==> config.mk <==
export PLATFORM = sky130hd
export DESIGN_NAME = flash_region_loader
export DESIGN_NICKNAME = d
export VERILOG_FILES = /design/src/rtl/flash_region_loader_pkg.sv /design/src/rtl/toggle_req_port.sv /design/src/rtl/flash_region_loader.sv
export SDC_FILE = /design/constraint.sdc
export NUM_CORES = 1
export LEC_CHECK = 0
export CAP_MARGIN = 25
export CORE_MARGIN = 8
export CORE_UTILIZATION = 25
export CTS_CLUSTER_SIZE = 30
export DETAILED_ROUTE_END_ITERATION = 8
export PLACE_DENSITY = 0.4
export SYNTH_ARGS = -nofsm -noshare
export SYNTH_HDL_FRONTEND = slang
export SYNTH_SLANG_ARGS = --single-unit
==> constraint.sdc <==
create_clock -name clk -period 33 [get_ports clk]
set_input_delay 6.6 -clock clk [delete_from_list [all_inputs] [get_ports clk]]
set_output_delay 6.6 -clock clk [all_outputs]
set_load 0.03 [all_outputs]
==> src/rtl/flash_region_loader_pkg.sv <==
// Shared definitions for the flash region loader: FSM encoding and SPI flash
// protocol constants.
package flash_region_loader_pkg;

  typedef enum logic [3:0] {
    IDLE,
    SCAN,
    CMD,
    ADR2,
    ADR1,
    ADR0,
    DATA,
    DESEL,
    FIN
  } state_t;

  localparam logic [7:0] READ_CMD     = 8'h03;
  localparam logic [7:0] DUMMY_BYTE   = 8'hFF;
  localparam int         DESEL_CYCLES = 4;
  localparam int         MAX_REGIONS  = 8;

endpackage

==> src/rtl/toggle_req_port.sv <==
// Toggle request/acknowledge port: a transfer is pending while req != ack.
// complete pulses for one cycle when the outstanding transfer is acknowledged.
module toggle_req_port (
  input  logic clk,
  input  logic reset,
  input  logic fire,
  input  logic ack,
  output logic req,
  output logic ready,
  output logic complete
);

  logic req_q, req_d;
  logic outstanding_q, outstanding_d;

  always_comb begin
    req_d         = req_q;
    outstanding_d = outstanding_q;
    ready         = !outstanding_q;
    complete      = outstanding_q && (req_q == ack);
    if (complete) begin
      outstanding_d = 1'b0;
    end
    if (fire && !outstanding_q) begin
      req_d         = ~req_q;
      outstanding_d = 1'b1;
    end
  end

  always_ff @(posedge clk or posedge reset) begin
    if (reset) begin
      req_q         <= 1'b0;
      outstanding_q <= 1'b0;
    end else begin
      req_q         <= req_d;
      outstanding_q <= outstanding_d;
    end
  end

  assign req = req_q;

endmodule

==> src/rtl/flash_region_loader.sv <==
// Copies up to REGIONS byte ranges from SPI flash into memory, one region per
// chip-select window, through a single-byte capture buffer.
module flash_region_loader
  import flash_region_loader_pkg::*;
#(
  parameter int A_BITS   = 24,
  parameter int REGIONS  = 4,
  parameter int LEN_BITS = 16
) (
  input  logic                         clk,
  input  logic                         reset,
  input  logic [3:0]                   slot,
  input  logic                         start,
  input  logic [REGIONS-1:0]           region_en,
  input  logic [REGIONS*20-1:0]        region_offset,
  input  logic [REGIONS*A_BITS-1:0]    region_dest,
  input  logic [REGIONS*LEN_BITS-1:0]  region_len,
  output logic                         busy,
  output logic                         done,
  output logic                         loaded,
  output logic [2:0]                   cur_region,
  output logic                         cs_n,
  output logic                         spi_req,
  input  logic                         spi_ack,
  output logic [7:0]                   spi_d,
  input  logic [7:0]                   spi_q,
  output logic                         mem_req,
  input  logic                         mem_ack,
  output logic [A_BITS-1:0]            mem_a,
  output logic [7:0]                   mem_q
);

  state_t                        state_q, state_d;
  logic [2:0]                    idx_q, idx_d;
  logic [3:0]                    slot_q, slot_d;
  logic [REGIONS-1:0]            en_q, en_d;
  logic [REGIONS*20-1:0]         off_q, off_d;
  logic [REGIONS*A_BITS-1:0]     dest_q, dest_d;
  logic [REGIONS*LEN_BITS-1:0]   len_q, len_d;
  logic                          busy_q, busy_d;
  logic                          done_q, done_d;
  logic                          loaded_q, loaded_d;
  logic                          cs_n_q, cs_n_d;
  logic [7:0]                    spi_d_q, spi_d_d;
  logic [A_BITS-1:0]             mem_a_q, mem_a_d;
  logic [7:0]                    mem_q_q, mem_q_d;
  logic [LEN_BITS-1:0]           sent_q, sent_d;
  logic [LEN_BITS-1:0]           rcv_q, rcv_d;
  logic [LEN_BITS-1:0]           wr_q, wr_d;
  logic [2:0]                    desel_q, desel_d;
  logic                          buf_full_q, buf_full_d;
  logic [7:0]                    buf_q, buf_d;

  logic spi_fire, spi_ready, spi_complete;
  logic mem_fire, mem_ready, mem_complete;
  logic capture;

  // Descriptors padded to eight entries so a 3-bit index always selects a slot.
  logic                en_arr   [MAX_REGIONS];
  logic [19:0]         off_arr  [MAX_REGIONS];
  logic [A_BITS-1:0]   dest_arr [MAX_REGIONS];
  logic [LEN_BITS-1:0] len_arr  [MAX_REGIONS];

  for (genvar gi = 0; gi < MAX_REGIONS; gi++) begin : g_desc
    if (gi < REGIONS) begin : g_used
      assign en_arr[gi]   = en_q[gi];
      assign off_arr[gi]  = off_q[gi*20 +: 20];
      assign dest_arr[gi] = dest_q[gi*A_BITS +: A_BITS];
      assign len_arr[gi]  = len_q[gi*LEN_BITS +: LEN_BITS];
    end else begin : g_unused
      assign en_arr[gi]   = 1'b0;
      assign off_arr[gi]  = '0;
      assign dest_arr[gi] = '0;
      assign len_arr[gi]  = '0;
    end
  end

  logic                cur_en;
  logic [LEN_BITS-1:0] cur_len;
  logic [A_BITS-1:0]   cur_dest;
  logic [23:0]         flash_addr;

  assign cur_en     = en_arr[idx_q];
  assign cur_len    = len_arr[idx_q];
  assign cur_dest   = dest_arr[idx_q];
  assign flash_addr = {slot_q, off_arr[idx_q]};

  toggle_req_port u_spi_port (
    .clk      (clk),
    .reset    (reset),
    .fire     (spi_fire),
    .ack      (spi_ack),
    .req      (spi_req),
    .ready    (spi_ready),
    .complete (spi_complete)
  );

  toggle_req_port u_mem_port (
    .clk      (clk),
    .reset    (reset),
    .fire     (mem_fire),
    .ack      (mem_ack),
    .req      (mem_req),
    .ready    (mem_ready),
    .complete (mem_complete)
  );

  always_comb begin
    state_d    = state_q;
    idx_d      = idx_q;
    slot_d     = slot_q;
    en_d       = en_q;
    off_d      = off_q;
    dest_d     = dest_q;
    len_d      = len_q;
    busy_d     = busy_q;
    done_d     = 1'b0;
    loaded_d   = loaded_q;
    cs_n_d     = cs_n_q;
    spi_d_d    = spi_d_q;
    mem_a_d    = mem_a_q;
    mem_q_d    = mem_q_q;
    sent_d     = sent_q;
    rcv_d      = rcv_q;
    wr_d       = wr_q;
    desel_d    = desel_q;
    buf_full_d = buf_full_q;
    buf_d      = buf_q;
    spi_fire   = 1'b0;
    mem_fire   = 1'b0;
    capture    = 1'b0;

    case (state_q)
      IDLE: begin
        if (start) begin
          slot_d   = slot;
          en_d     = region_en;
          off_d    = region_offset;
          dest_d   = region_dest;
          len_d    = region_len;
          loaded_d = 1'b0;
          busy_d   = 1'b1;
          idx_d    = 3'd0;
          state_d  = SCAN;
        end
      end
      SCAN: begin
        if (cur_en && (cur_len != '0)) begin
          cs_n_d  = 1'b0;
          sent_d  = '0;
          rcv_d   = '0;
          wr_d    = '0;
          state_d = CMD;
        end else if (idx_q == 3'(REGIONS - 1)) begin
          done_d   = 1'b1;
          loaded_d = 1'b1;
          busy_d   = 1'b0;
          state_d  = FIN;
        end else begin
          idx_d = idx_q + 3'd1;
        end
      end
      CMD: begin
        spi_fire = spi_ready;
        if (spi_ready) spi_d_d = READ_CMD;
        if (spi_complete) state_d = ADR2;
      end
      ADR2: begin
        spi_fire = spi_ready;
        if (spi_ready) spi_d_d = flash_addr[23:16];
        if (spi_complete) state_d = ADR1;
      end
      ADR1: begin
        spi_fire = spi_ready;
        if (spi_ready) spi_d_d = flash_addr[15:8];
        if (spi_complete) state_d = ADR0;
      end
      ADR0: begin
        spi_fire = spi_ready;
        if (spi_ready) spi_d_d = flash_addr[7:0];
        if (spi_complete) state_d = DATA;
      end
      DATA: begin
        // A new byte is only requested into an empty buffer, so a capture can
        // never overwrite a byte that has not yet been handed to memory.
        if (spi_ready && !buf_full_q && (sent_q != cur_len)) begin
          spi_fire = 1'b1;
          spi_d_d  = DUMMY_BYTE;
          sent_d   = sent_q + 1'b1;
        end
        capture = spi_complete;
        if ((rcv_q == cur_len) && !buf_full_q && mem_ready) begin
          cs_n_d  = 1'b1;
          desel_d = 3'd0;
          state_d = DESEL;
        end
      end
      DESEL: begin
        desel_d = desel_q + 3'd1;
        if (desel_q == 3'(DESEL_CYCLES - 1)) begin
          if (idx_q == 3'(REGIONS - 1)) begin
            done_d   = 1'b1;
            loaded_d = 1'b1;
            busy_d   = 1'b0;
            state_d  = FIN;
          end else begin
            idx_d   = idx_q + 3'd1;
            state_d = SCAN;
          end
        end
      end
      FIN: begin
        state_d = IDLE;
      end
      default: begin
        state_d = IDLE;
      end
    endcase

    mem_fire = buf_full_q && mem_ready;
    if (mem_fire) begin
      mem_a_d    = cur_dest + A_BITS'(wr_q);
      mem_q_d    = buf_q;
      wr_d       = wr_q + 1'b1;
      buf_full_d = 1'b0;
    end
    if (capture) begin
      buf_d      = spi_q;
      buf_full_d = 1'b1;
      rcv_d      = rcv_q + 1'b1;
    end
  end

  always_ff @(posedge clk or posedge reset) begin
    if (reset) begin
      state_q    <= IDLE;
      idx_q      <= '0;
      slot_q     <= '0;
      en_q       <= '0;
      off_q      <= '0;
      dest_q     <= '0;
      len_q      <= '0;
      busy_q     <= 1'b0;
      done_q     <= 1'b0;
      loaded_q   <= 1'b0;
      cs_n_q     <= 1'b1;
      spi_d_q    <= DUMMY_BYTE;
      mem_a_q    <= '0;
      mem_q_q    <= '0;
      sent_q     <= '0;
      rcv_q      <= '0;
      wr_q       <= '0;
      desel_q    <= '0;
      buf_full_q <= 1'b0;
      buf_q      <= '0;
    end else begin
      state_q    <= state_d;
      idx_q      <= idx_d;
      slot_q     <= slot_d;
      en_q       <= en_d;
      off_q      <= off_d;
      dest_q     <= dest_d;
      len_q      <= len_d;
      busy_q     <= busy_d;
      done_q     <= done_d;
      loaded_q   <= loaded_d;
      cs_n_q     <= cs_n_d;
      spi_d_q    <= spi_d_d;
      mem_a_q    <= mem_a_d;
      mem_q_q    <= mem_q_d;
      sent_q     <= sent_d;
      rcv_q      <= rcv_d;
      wr_q       <= wr_d;
      desel_q    <= desel_d;
      buf_full_q <= buf_full_d;
      buf_q      <= buf_d;
    end
  end

  assign busy       = busy_q;
  assign done       = done_q;
  assign loaded     = loaded_q;
  assign cur_region = busy_q ? idx_q : 3'd0;
  assign cs_n       = cs_n_q;
  assign spi_d      = spi_d_q;
  assign mem_a      = mem_a_q;
  assign mem_q      = mem_q_q;

endmodule

### After elaboration in Yosys (flattened, before gate mapping)

Index checks and enable logic that the tools add are counted.

* bits in registers: 363
* input port bits: 261
* output and inout bits: 49

* add/subtract/negate cells: 6
* magnitude comparators: 1
* equal/unequal tests: 28
* multiplexer cells: 69
* bitwise operators: 3
* reductions and logical operators: 36

Operators by type and width (number)
* $mux 16: 7
* $bmux 24 s3: 1
* $bmux 20 s3: 1
* $add 16x1->16 const B: 3
* $bmux 16 s3: 1
* $mux 24: 2
* $mux 20: 2
* $mux 4: 10
* $mux 8: 5
* $pmux 8 s5: 1
* $pmux 16 s2: 1
* $pmux 4 s8: 1
* $ne 2x2->1 const B: 14
* $add 24x16->24: 1
* $mux 1: 23
* $mux 3: 6
* $reduce_bool 2->1: 9
* $eq 16x16->1: 1
* $eq 4x3->1 const B: 4
* $ne 16x16->1: 1
* $reduce_bool 16->1: 1
* $logic_and 1x1->1: 10
* $pmux 3 s3: 1
* $eq 4x2->1 const B: 2
* 22 further kinds: 35

### Depth between registers and ports, before layout

* word-level depth: 10
* depth in mapped cells: 18

### Modules after synthesis

From an unflattened synthesis, not the netlist that was laid out.

* cell total of the unflattened synthesis: 1527
* area, all modules: 18169.9 um^2

By module, submodules not included
* flash_region_loader: instances 1, cells an instance 1507, area an instance 17977.2 um^2, sequential area each 8994.9 um^2
* toggle_req_port: instances 2, cells an instance 10, area an instance 96.3 um^2, sequential area each 50.0 um^2

### Worst setup path before layout

Ideal clock, no wire load.

* path type: register to output
* start: reg idx_q[1]
* end: out cur_region[1]
* data arrival time: 2.088 ns
* data required time: 26.400 ns
* path slack: 24.312 ns
* stages on the path, launching flop included: 8
* buffers on the path: 5
* cells stage by stage: dfrtp_1 -> buf_2 -> buf_2 -> buf_2 -> buf_2 -> buf_2 -> clkinv_1 -> nor2_1

* word-level cells in the longest chain between the ends: 1

RTL lines
* from (decl): line flash_region_loader.sv:34 `logic [2:0] idx_q, idx_d;`
* from (signal assigned): line flash_region_loader.sv:258 `idx_q <= idx_d;`
* $mux 3: line flash_region_loader.sv:283 `assign cur_region = busy_q ? idx_q : 3'd0;`
* to (decl): line flash_region_loader.sv:21 `output logic [2:0] cur_region,`

Every way passes these cells.

### Final worst setup path

* start: in start
* end: reg dest_q[12]

* word-level cells in the longest chain between the ends: 1

RTL lines
* from (decl): line flash_region_loader.sv:13 `input logic start,`
* $reduce_and 2->1 (no source line)
* to (signal assigned): line flash_region_loader.sv:262 `dest_q <= dest_d;`
* to (decl): line flash_region_loader.sv:38 `logic [REGIONS*A_BITS-1:0] dest_q, dest_d;`

Every way passes these cells.
A chain may end at the register's enable or synchronous reset.

==> summary.txt <==
Routing
  – Initial DRC count: 625
  – Final ANT Viol Nets: 0
  – Routed WL: between 50,000 and 60,000 um
  – Routed via count: 12,600
  – Via/cell ratio: 4.64
  – Initial DRT Pass Iterations: 7
  – DRC Markers: 0
  – Wire per inst: 21.3 um

Finish
  – Nets: about 2,000
  – Area grow syn2layout: 32.1%
  – Filler cell count: approximately 7,000
  – Core Util, Final: roughly a third
  – Layout cell share with drive strength beyond 1: 24.4%

Global routing
  – First-pass GRT wire length: 86,900 um
  – Global route overflow: 0
  – Pin count of the biggest net entering global routing: 160
  – Initial antenna violation count: 9
  – Gr usage total: 14.3%
  – Vias in the first global route: around 13,000

Placement
  – DP Wirelength: 42,000 um
  – RePlAce Congestion: ~0.77
  – PortBufs: ~310

Hold path
  – Hold WC Path Type: reg2reg
  – WHS Path Cells: 2
  – Hold Path Origin: buf_q[2]

Logic synthesis
  – Synth Instances: 1,432
  – Ys async rst share: 100%
  – Mapped Area: 17,600 um2
  – Sequential share of the synthesized area: around half
  – Top FF cell, synth: dfrtp_1
  – Synth Register Bits: 363
  – Post-synth EDFFs: 0
  – Synthesized area per cell: 12.3 um2
  – Yosys cell types: 71
  – Yosys warnings: 0
  – Syn Nets: 1,717

Timing
  – RSZ-0062 raised after global routing: false
  – Slew HR: between 30% and 40%
  – Final setup fails: 0
  – Achievable clock frequency: 106 MHz
  – Setup Skew: 0.0191 ns
  – Setup TNS: 0 ns
  – Tmin final: 9.45 ns
  – Worst Tran Pin Value: between 0.9 and 1 ns
  – Max Transition Viols Final: 0
  – Final hold violation count: 0
  – Final worst-path cycle share: 28.6%

Floorplan
  – Num ports: 310
  – Die height: 282 um
  – Initial Util: 25.2%
  – Core ar.: 69,900 um2
  – Area of the die: 79,300 um2
  – Die W: ~280 um
  – Row cnt: 97

Clocking
  – Hold-fix buffers, CTS: 0
  – H-tree depth: 2
  – Clock Root Buffer: clkbuf_16
  – Cts bufs inserted: 46
  – Post-CTS Setup Inserts: 0
  – CTS Sinks: 363
  – Reg clk slew, reported paths: 0.06 ns
  – Cts repair resizes: 0
  – TritonCTS clock tree: done
  – Clock Path Buffers: 3
  – Worst-skew pair later-pin latency: 0.58 ns

Power
  – Power density cells: around 94 nW/um2
  – P_leak: 0.00947 uW
  – Logic pwr share: 40.9%
  – Switching share of power: 35.2%
  – Psw: between 700 and 800 uW
  – Int Pwr: 1410 uW
  – Worst vdd rail ir drop: 0.0364 mV
  – Sequential Power Share: 35.2%
  – Clock power share: 23.9%

Setup path
  – Worst setup path start: start
  – Startpoint Class: primary input
  – Critical path's most frequent cell: buf_4
  – Worst r2r src: idx_q[2]
  – Crit end category: flop
  – WP data arrival: between 9 and 10 ns
  – Worst-case reg-to-reg path depth: 13
  – Critical Path, Cell by Cell: clkdlybuf4s50_1 -> nand3_4 -> buf_4 -> buf_4 -> mux2_2
  – Crit-path max cell delay: 0.82 ns
  – WP data required: roughly 33 ns
  – Slowest-stage cell, CP: buf_4
  – CP Class: in2reg
  – CP max FO: 66

Status
  – Outcome: finished clean

Job
  – Max Cap Viol: 0
path summary, 6_finish.rpt:
path                              end  slack, ns
setup / recovery           dest_q[12]      23.55
hold / removal               mem_q[2]       0.46
setup reg to reg            mem_a[22]      28.56
hold reg to reg              mem_q[2]       0.46
max in group asynchronous    buf_q[2]      25.03
min in group asynchronous   off_q[31]       6.51
cells in the mapped netlist (4+ instances only):
master / instances / area (um2)
a21boi_0: 7 / 52.6
a21o_1: 6 / 45.0
a21oi_1: 31 / 155
a22o_1: 6 / 52.6
a31oi_1: 12 / 75.1
and2_1: 21 / 131
and3_1: 13 / 81.3
buf_2: 15 / 75.1
clkbuf_1: 58 / 218
dfrtp_1: 354 / 8860
dfstp_2: 9 / 236
ha_1: 23 / 288
inv_1: 21 / 78.8
mux2_2: 249 / 2800
mux2i_1: 8 / 80.1
mux4_2: 61 / 1370
nand2_1: 141 / 529
nand2b_1: 15 / 93.8
nand3_1: 31 / 155
nand4_1: 21 / 131
nor2_1: 61 / 229
nor3_1: 12 / 60.1
nor3b_1: 4 / 30.0
nor4_1: 4 / 25.0
nor4b_1: 5 / 43.8
o211ai_1: 11 / 82.6
o21a_1: 7 / 52.6
o21ai_0: 84 / 420
o21ai_1: 8 / 40.0
o31a_1: 7 / 61.3
o31ai_1: 17 / 128
or3_1: 11 / 68.8
or4_1: 5 / 37.5
xnor2_1: 24 / 210
xor2_1: 16 / 140
final cells by class:
cell class,instances,area [um2],area share [%]
Clock buffer,72,1440,6.18
Inverter,22,90.1,0.387
Tap cell,940,1180,5.05
Sequential cell,363,9100,39.0
Timing Repair Buffer,323,3210,13.8
Clock inverter,12,139,0.596
Multi-Input combinational cell,967,8130,34.9
Antenna cell,6,15.0,0.0644
per-layer routing:
metal	wire (um)	track usage (%)
met1	25200	18.7
met2	28500	24.0
met5	40	0
met3	2650	2.95
met4	1230	4.11
per-stage QoR:
stage	area [um2]	hold WS [ns]	std cells	total power [uW]	worst slack, ns
after floorplan	17600	0.439	1432	1380	16.34
after global placement	21700	0.448	2615	1670	22.97
after detailed placement	21700	0.451	2615	1690	22.91
after CTS	23300	0.460	2699	2230	23.40
after global routing	23300	0.498	2700	2330	23.38
final	23300	0.463	2705	2180	23.55
placed cells by master (no fill, tap or decap), types with 6 or more instances in the layout:
master | netlist | layout
dfstp_2 | 9 | 9
and3_1 | 13 | 13
mux4_2 | 61 | 61
buf_4 | 2 | 13
dfrtp_1 | 354 | 352
a21boi_0 | 7 | 7
and2_1 | 21 | 21
nand4_1 | 21 | 21
mux2i_1 | 8 | 8
a21o_1 | 6 | 6
clkdlybuf4s50_1 | 0 | 309
ha_1 | 23 | 23
a22o_1 | 6 | 6
clkbuf_16 | 0 | 47
nand2b_1 | 15 | 14
nor3_1 | 12 | 12
nand3_1 | 31 | 30
or3_1 | 11 | 11
a31oi_1 | 12 | 12
o31a_1 | 7 | 7
clkinv_2 | 0 | 6
a21oi_1 | 31 | 31
o21ai_0 | 84 | 84
clkbuf_1 | 58 | 8
o21ai_1 | 8 | 8
inv_1 | 21 | 20
nand2_1 | 141 | 141
clkbuf_8 | 0 | 17
nor2_1 | 61 | 60
diode_2 | 0 | 6
mux2_2 | 249 | 249
xnor2_1 | 24 | 24
xor2_1 | 16 | 16
o211ai_1 | 11 | 11
o31ai_1 | 17 | 17
o21a_1 | 7 | 7
cell families after synthesis:
kind of cell | after synthesis | synth area share [%]
flip-flops | 363 | 51.6
AND/OR/NAND/NOR | 361 | 10.0
multiplexers | 322 | 24.4
AO/OA/AOI/OAI | 220 | 7.81
buffers and inverters | 102 | 2.43
XOR/XNOR | 40 | 1.99
adder cells (fa/ha/maj) | 24 | 1.75
state kept, by name, summed over array words and instances, names as in the netlist, 8 cells and up:
register,count
wr_q,16
mem_a,24
len_q,64
sent_q,16
rcv_q,16
off_q,80
dest_q,96
spi_d,8
buf_q,8
mem_q,8
power by group through the flow:
stage	sequential [uW]	combinational, uW	clock [uW]
floorplan	769	608	0
global placement	769	899	0
detailed placement	776	910	0
CTS	769	913	543
global route	796	975	560
finish	767	893	521
worst max-delay path: cells and delay by family:
family / cells / cell delay (ns)
muxes: 1 / 0.42
and+or+nand+nor: 1 / 0.62
buffers and inverters: 3 / 2.15
Power figures use the tool's default switching activity.
